===== src/rtl/softmax_result_writer_if.sv =====
// Bus interface for softmax_result_writer: result-beat handshake from the
// softmax core plus the arbitrated single-port result RAM write port.
interface softmax_result_writer_if #(
   parameter int DATAWIDTH = 16,
   parameter int NUM       = 4,
   parameter int ADDRSIZE  = 8
);
   logic                     in_valid;
   logic                     in_ready;
   logic [DATAWIDTH*NUM-1:0] in_data;
   logic                     mem_gnt;
   logic                     mem_we;
   logic [ADDRSIZE-1:0]      mem_addr;
   logic [DATAWIDTH*NUM-1:0] mem_d;

   // master: the writer itself
   modport master (
      input  in_valid, in_data, mem_gnt,
      output in_ready, mem_we, mem_addr, mem_d
   );

   // slave: softmax core / RAM arbiter side
   modport slave (
      output in_valid, in_data, mem_gnt,
      input  in_ready, mem_we, mem_addr, mem_d
   );
endinterface


===== src/rtl/softmax_result_writer.sv =====
// softmax_result_writer: accepts packed softmax result beats and writes them
// into the result RAM at base_addr+i through a 2-entry decoupling FIFO.
// Optional feature macro: SOFTMAX_WR_CHECKSUM_EN adds an XOR checksum output
// over every word written to the RAM.
module softmax_result_writer #(
   parameter int DATAWIDTH = 16,
   parameter int NUM       = 4,
   parameter int ADDRSIZE  = 8
) (
   input  logic                        clk,
   input  logic                        reset,
   input  logic                        start,
   input  logic [ADDRSIZE-1:0]         base_addr,
   input  logic [ADDRSIZE-1:0]         addr_limit,
   softmax_result_writer_if.master     bus,
   output logic                        busy,
   output logic                        done
`ifdef SOFTMAX_WR_CHECKSUM_EN
   ,
   output logic [DATAWIDTH*NUM-1:0]    checksum
`endif
);
   localparam int W  = DATAWIDTH * NUM;
   localparam int CW = ADDRSIZE + 1;

   typedef enum logic [1:0] {IDLE, ACTIVE, DONE} state_t;

   state_t              state;
   state_t              state_nxt;
   logic [ADDRSIZE-1:0] base_q;
   logic [ADDRSIZE-1:0] limit_q;
   logic [CW-1:0]       limit_ext;
   logic [CW-1:0]       acc_cnt;
   logic [CW-1:0]       wr_cnt;
   logic [W-1:0]        fifo_mem [2];
   logic                wr_ptr;
   logic                rd_ptr;
   logic [1:0]          fifo_cnt;
   logic                fifo_full;
   logic                fifo_empty;
   logic                push;
   logic                pop;
   logic                start_ok;

   assign limit_ext  = {1'b0, limit_q};
   assign fifo_full  = (fifo_cnt == 2'd2);
   assign fifo_empty = (fifo_cnt == 2'd0);
   assign start_ok   = start && (state == IDLE);

   // in_ready looks at "full" only, so a pop cannot make room for a push in the same cycle
   assign bus.in_ready = (state == ACTIVE) && !fifo_full && (acc_cnt < limit_ext);
   assign bus.mem_we   = (state == ACTIVE) && !fifo_empty && bus.mem_gnt;
   assign bus.mem_addr = base_q + wr_cnt[ADDRSIZE-1:0];
   assign bus.mem_d    = fifo_mem[rd_ptr];

   assign push = bus.in_valid && bus.in_ready;
   assign pop  = bus.mem_we;
   assign busy = (state == ACTIVE);
   assign done = (state == DONE);

   // next-state: finish on the cycle that writes the last word
   always_comb begin
      state_nxt = state;
      case (state)
         IDLE:    if (start) state_nxt = (addr_limit == '0) ? DONE : ACTIVE;
         ACTIVE:  if (pop && ((wr_cnt + CW'(1)) == limit_ext)) state_nxt = DONE;
         DONE:    state_nxt = IDLE;
         default: state_nxt = IDLE;
      endcase
   end

   // state register
   always_ff @(posedge clk or negedge reset) begin
      if (!reset) state <= IDLE;
      else        state <= state_nxt;
   end

   // transfer parameters latched on accepted start; accept/write counters
   always_ff @(posedge clk or negedge reset) begin
      if (!reset) begin
         base_q  <= '0;
         limit_q <= '0;
         acc_cnt <= '0;
         wr_cnt  <= '0;
      end else if (start_ok) begin
         base_q  <= base_addr;
         limit_q <= addr_limit;
         acc_cnt <= '0;
         wr_cnt  <= '0;
      end else begin
         if (push) acc_cnt <= acc_cnt + CW'(1);
         if (pop)  wr_cnt  <= wr_cnt + CW'(1);
      end
   end

   // 2-entry FIFO; storage is reset so mem_d reads 0 out of reset
   always_ff @(posedge clk or negedge reset) begin
      if (!reset) begin
         fifo_mem[0] <= '0;
         fifo_mem[1] <= '0;
         wr_ptr      <= 1'b0;
         rd_ptr      <= 1'b0;
         fifo_cnt    <= '0;
      end else begin
         if (push) begin
            fifo_mem[wr_ptr] <= bus.in_data;
            wr_ptr           <= !wr_ptr;
         end
         if (pop) rd_ptr <= !rd_ptr;
         case ({push, pop})
            2'b10:   fifo_cnt <= fifo_cnt + 2'd1;
            2'b01:   fifo_cnt <= fifo_cnt - 2'd1;
            default: fifo_cnt <= fifo_cnt;
         endcase
      end
   end

`ifdef SOFTMAX_WR_CHECKSUM_EN
   // running XOR of every word written; cleared when a transfer starts
   always_ff @(posedge clk or negedge reset) begin
      if (!reset)        checksum <= '0;
      else if (start_ok) checksum <= '0;
      else if (pop)      checksum <= checksum ^ bus.mem_d;
   end
`endif

endmodule


===== src/flat_wrapper.sv =====
// flat-port wrapper written by rule: the top's interface ports become plain ports
module softmax_result_writer_flat 
#(
   parameter int DATAWIDTH = 16,
   parameter int NUM       = 4,
   parameter int ADDRSIZE  = 8
)
  (clk, reset, start, base_addr, addr_limit, busy, done, bus_in_valid, bus_in_data, bus_mem_gnt, bus_in_ready, bus_mem_we, bus_mem_addr, bus_mem_d);
  softmax_result_writer_if #(.DATAWIDTH(DATAWIDTH), .NUM(NUM), .ADDRSIZE(ADDRSIZE)) bus_i ();
  input  logic clk;
  input  logic reset;
  input  logic start;
  input  logic [ADDRSIZE-1:0] base_addr;
  input  logic [ADDRSIZE-1:0] addr_limit;
  output logic busy;
  output logic done;
  input wire logic [$bits(bus_i.in_valid)-1:0] bus_in_valid;
  input wire logic [$bits(bus_i.in_data)-1:0] bus_in_data;
  input wire logic [$bits(bus_i.mem_gnt)-1:0] bus_mem_gnt;
  output wire logic [$bits(bus_i.in_ready)-1:0] bus_in_ready;
  output wire logic [$bits(bus_i.mem_we)-1:0] bus_mem_we;
  output wire logic [$bits(bus_i.mem_addr)-1:0] bus_mem_addr;
  output wire logic [$bits(bus_i.mem_d)-1:0] bus_mem_d;
  assign bus_i.in_valid = bus_in_valid;
  assign bus_i.in_data = bus_in_data;
  assign bus_i.mem_gnt = bus_mem_gnt;
  assign bus_in_ready = bus_i.in_ready;
  assign bus_mem_we = bus_i.mem_we;
  assign bus_mem_addr = bus_i.mem_addr;
  assign bus_mem_d = bus_i.mem_d;
  softmax_result_writer #(.DATAWIDTH(DATAWIDTH), .NUM(NUM), .ADDRSIZE(ADDRSIZE)) u_core (.clk(clk), .reset(reset), .start(start), .base_addr(base_addr), .addr_limit(addr_limit), .bus(bus_i), .busy(busy), .done(done));
endmodule

===== config.mk =====
export PLATFORM = sky130hd
export DESIGN_NAME = softmax_result_writer_flat
export DESIGN_NICKNAME = d
export VERILOG_FILES = /design/src/rtl/softmax_result_writer_if.sv /design/src/rtl/softmax_result_writer.sv /design/src/flat_wrapper.sv
export SDC_FILE = /design/constraint.sdc
export NUM_CORES = 1
export LEC_CHECK = 0
export CAP_MARGIN = 40
export CORE_AREA = 2 2 140 142
export CTS_BUF_LIST = sky130_fd_sc_hd__clkbuf_8 sky130_fd_sc_hd__clkbuf_16
export DETAILED_ROUTE_END_ITERATION = 10
export DIE_AREA = 0 0 142 144
export PLACE_DENSITY = 0.77
export SLEW_MARGIN = 20
export SYNTH_ARGS = -nofsm -noshare
export SYNTH_HDL_FRONTEND = slang
export SYNTH_SLANG_ARGS = --single-unit

===== constraint.sdc =====
create_clock -name clk -period 3 [get_ports clk]
set_input_delay 0.9 -clock clk [delete_from_list [all_inputs] [get_ports clk]]
set_output_delay 0.9 -clock clk [all_outputs]
set_load 0.1 [all_outputs]

Word-level counts from Yosys, hierarchy flattened
Index checks and enable logic that the tools add are counted.

Register bits after elaboration: 168. Logic and storage cells: 63. Input port bits: 85. Output and inout bits: 76.

Equality and inequality tests: 8. Add/sub/neg operators: 5. Reduce and logical (&&, ||, !) cells: 19. Bitwise operators: 2. Muxes and demuxes: 15. Magnitude comparators: 4.

Operator list (count): $mux W64 (4); $bwmux W128 (1); $demux W64 S1 (1); $mux W9 (4); $add A9 B1 Y9 const B (2); $eq A9 B8 Y1 (1); $lt A9 B8 Y1 (1); $add A8 B8 Y8 (1); $logic_and A1 B1 Y1 (8); $logic_not A8 Y1 (1); $pmux W2 S2 (2); $eq A2 B2 Y1 const B (3); $mux W2 (3); $reduce_bool A2 Y1 (3); $eq A2 B1 Y1 const B (2); $ge A2 B2 Y1 const B (2); $logic_not A1 Y1 (4); $logic_not A2 Y1 (2); $not A1 Y2 (2); $add A2 B1 Y2 const B (1); $lt A2 B1 Y1 const B (1); $ne A2 B1 Y1 const B (1); $ne A2 B2 Y1 const B (1); $reduce_and A2 Y1 (1); $sub A2 B1 Y2 const B (1).

Depth between registers and ports, before layout
Depth after elaboration: 7. Depth in mapped cells: 11. Gate-level depth less buffers: 11.

Least setup slack after synthesis
No wires, ideal clock.

Kind: reg2out. From: register u_core.wr_cnt[0]. To: output bus_mem_addr[6]. Path slack: -0.946 ns. Buffers on the path: 0. Data required time: 2.100 ns. Cell stages (with the launch flop): 10. Arrival time: 3.046 ns. Cell sequence: dfrtp_1 ha_1 inv_1 fa_1 nor2b_1 o21ai_0 nand2b_1 a21o_1 a21oi_1 xnor2_1.

Word-level cells in the longest chain between the ends: 1.

Ends and longest elaborated chain: start, declared (RTL line softmax_result_writer.sv:34) `logic [CW-1:0] wr_cnt;`; start signal, assigned (RTL line softmax_result_writer.sv:92) `if (pop) wr_cnt <= wr_cnt + CW'(1);`; $add A8 B8 Y8 (RTL line softmax_result_writer.sv:53) `assign bus.mem_addr = base_q + wr_cnt[ADDRSIZE-1:0];`; end, declared (RTL line flat_wrapper.sv:22) `output wire logic [$bits(bus_i.mem_addr)-1:0] bus_mem_addr;`.

No other way between the ends.

Final worst setup path
From: register u_core.wr_cnt[1]. To: output bus_mem_addr[7].

Same word-level chain as after synthesis.

==> results.json <==
{
  "syn_inst": 623,
  "report.final.slew_viol_count": 0,
  "ios": 161,
  "grtUsageMet1": 0.255,
  "max_slew.worst_pin.slew_ns": 0.572,
  "cts.sink_count": 168,
  "met3_usage": 0.0384,
  "synth_warnings": 0,
  "final_cells": 1057,
  "layout_commonest_cell": "dfrtp_1",
  "final_hold_viol_count": 0,
  "wirelength_um": 18500,
  "grt_usage": 0.192,
  "post-route-drc-count": 0,
  "grt_pass1_vias": 5882,
  "final_area_um2": 11700,
  "nets": 909,
  "dpl_cell_area_um2": 11000,
  "grt_pass1_wl_um": 30800,
  "grtUsageMet2": 0.319,
  "antenna_cells": 0,
  "grt_overflow_total": 0,
  "worst-path-max-fanout": 2,
  "dpl.cell_count": 1020,
  "first_iter_violations": 230,
  "rsz0062_at_grt": "true",
  "clk_latency_ns": 0.42,
  "violations": "negative setup slack",
  "async_reset_ff_frac": 1.00,
  "post_drt_wl_per_cell_um": 17.5,
  "arrival_ns": 2.28,
  "status": "finished, violations left",
  "synth_area_um2": 8340,
  "final_cell_mix": "dfrtp_1 (167), mux2_2 (112), clkdlybuf4s50_1 (83)",
  "drive_gt1_frac": 0.416,
  "avgSynthCellArea_um2": 13.4,
  "clkTransAtPathRegs_ns": 0.07,
  "fp-row-count": 51,
  "cts_root_buf": "clkbuf_16",
  "core_area_um2": 19100,
  "cts_tree": "done",
  "via_count": 5454,
  "criticalPathCategory": "reg -> out",
  "min_period_ns": 3.18,
  "die_w_um": 142,
  "die_area_um2": 20400,
  "nFillCells": 1412,
  "cts_made_buffers": 17,
  "ys_ff_latch": 168,
  "cts_max_level": 4,
  "ys_types": 49,
  "fin_crit_sh": 1.06,
  "synth_ff_type": "dfrtp_1",
  "synth-edff-count": 0,
  "crit_required_ns": 2.10,
  "io_buffers": 160,
  "slew_headroom": 0.608,
  "layout_setup_ws_ns": -0.183,
  "post-dp-hpwl_um": 13000,
  "ant_nets": 0,
  "vias_per_cell": 5.16,
  "endpoint_kind": "output pin",
  "hold_path.class": "in -> async",
  "skew_ns": 0.0111,
  "finalSetupViolCount": 4,
  "max_cap_viol_count": 0,
  "busiest_layer": "met2",
  "start_kind": "register",
  "syn_to_final_growth_pct": 40.6,
  "die_y_um": 144,
  "place.gp.congestion": 0.856,
  "start_util": 0.437,
  "antenna_found_initial": 0,
  "clock.fmax_ghz": 0.314,
  "grt_max_degree": 52,
  "first_pass_iters": 5,
  "synth_fp_nets": 726,
  "cts_buffer_depth": 2,
  "seq_area_frac_synth": 0.504
}
-- logic make-up (layout without fill, tap and decap cells) --
kind of cell | Yosys count | after routing | share of synthesized area
buf+inv | 48 | 244 | 0.0426
mux | 196 | 196 | 0.291
simple gates | 112 | 112 | 0.0647
xor+xnor | 25 | 25 | 0.0263
fa+ha+maj | 18 | 18 | 0.0279
flops | 168 | 168 | 0.504
compound gates | 56 | 56 | 0.0435
-- area by class of cell --
class	instances	area (um^2)	area share
well taps	238	298	0.0254
flip-flops and latches	168	4210	0.359
repair buffers	192	2660	0.227
inverters	20	77.6	0.00662
clock buffers	17	425	0.0363
clock inverters	15	166	0.0142
multi-input cells	407	3890	0.332
-- Yosys cell counts, types with 2 or more instances --
cell type / count / area [um^2]
mux2_2: 112 / 1260
buf_12: 6 / 120
buf_8: 6 / 90.1
xor2_1: 5 / 43.8
nor4_1: 3 / 18.8
nand2b_1: 4 / 25.0
mux2i_1: 4 / 40.0
o21bai_1: 2 / 15.0
inv_1: 18 / 67.6
o21ai_0: 24 / 120
nor2_1: 19 / 71.3
nor3_1: 4 / 20.0
a211oi_1: 2 / 15.0
o211ai_1: 2 / 15.0
mux2_1: 20 / 225
nand3_1: 6 / 30.0
o31ai_1: 6 / 45.0
clkbuf_1: 15 / 56.3
nand2_1: 54 / 203
a21oi_1: 8 / 40.0
nor2b_1: 2 / 12.5
xnor2_1: 20 / 175
ha_1: 17 / 213
mux2_4: 60 / 901
a2111oi_0: 3 / 26.3
dfrtp_1: 168 / 4200
a21o_1: 2 / 15.0
and2_1: 5 / 31.3
nand4_1: 6 / 37.5
-- stage by stage --
stage | hold WS, ns | setup TNS [ns] | worst slack (ns) | utilization
global route | 0.427 | -0.858 | -0.303 | 0.614
CTS | 0.411 | -0.461 | -0.198 | 0.612
global placement | 0.462 | -0.0587 | -0.0332 | 0.578
finish | 0.413 | -0.395 | -0.183 | 0.614
floorplan | 0.450 | -0.835 | -0.453 | -
detailed placement | 0.468 | -0.0659 | -0.0381 | 0.578
-- per-layer routing --
metal / wire (um) / part of all wire
met5: 0 / 0
met4: 292 / 0.016
met3: 700 / 0.038
met2: 9100 / 0.49
met1: 8450 / 0.46
-- sequential cells by signal, summed over array words and instances, names as in the netlist --
signal	cells
u_core.state	2
u_core.base_q	8
u_core.fifo_cnt	2
u_core.wr_cnt	9
u_core.wr_ptr	1
u_core.rd_ptr	1
u_core.acc_cnt	9
u_core.limit_q	8
u_core.fifo_mem	128
-- worst max-delay path, stage by stage, from the launching register on --
cell,delay (ns)
dfrtp_1,0.38
ha_1,0.29
a21o_1,0.20
a21oi_2,0.16
o21ai_2,0.09
o41ai_2,0.22
buf_4,0.17
xnor2_2,0.13
buf_12,0.20
-- final timing paths --
| kind | from | end | slack, ns | cells past startpoint |
|---|---|---|---|---|
| worst max-delay path | u_core.wr_cnt[1] | bus_mem_addr[7] | -0.18 | 8 |
| worst min-delay path | reset | u_core.fifo_mem[105] | 0.41 | 1 |
| worst max register to register | u_core.limit_q[6] | u_core.fifo_mem[33] | 0.29 | 10 |
| worst min register to register | u_core.fifo_mem[5] | u_core.fifo_mem[5] | 0.48 | 1 |
| max in group asynchronous | reset | u_core.fifo_mem[64] | 1.91 | 2 |
| min in group clk | u_core.fifo_mem[5] | u_core.fifo_mem[5] | 0.48 | 1 |
-- timing repair --
| action | 4_1_cts | 5_1_grt |
|---|---|---|
| setup endpoints to repair | 4 | 6 |
| setup buffers | 2 | 3 |
| pin swaps | 6 | 8 |
| gates cloned | 0 | 0 |
| hold buffers | 0 | 0 |
| gates resized for setup | 10 | 7 |
Power is not shown: default switching activity piles up to over one toggle a cycle in this logic, so the estimate is an artifact.
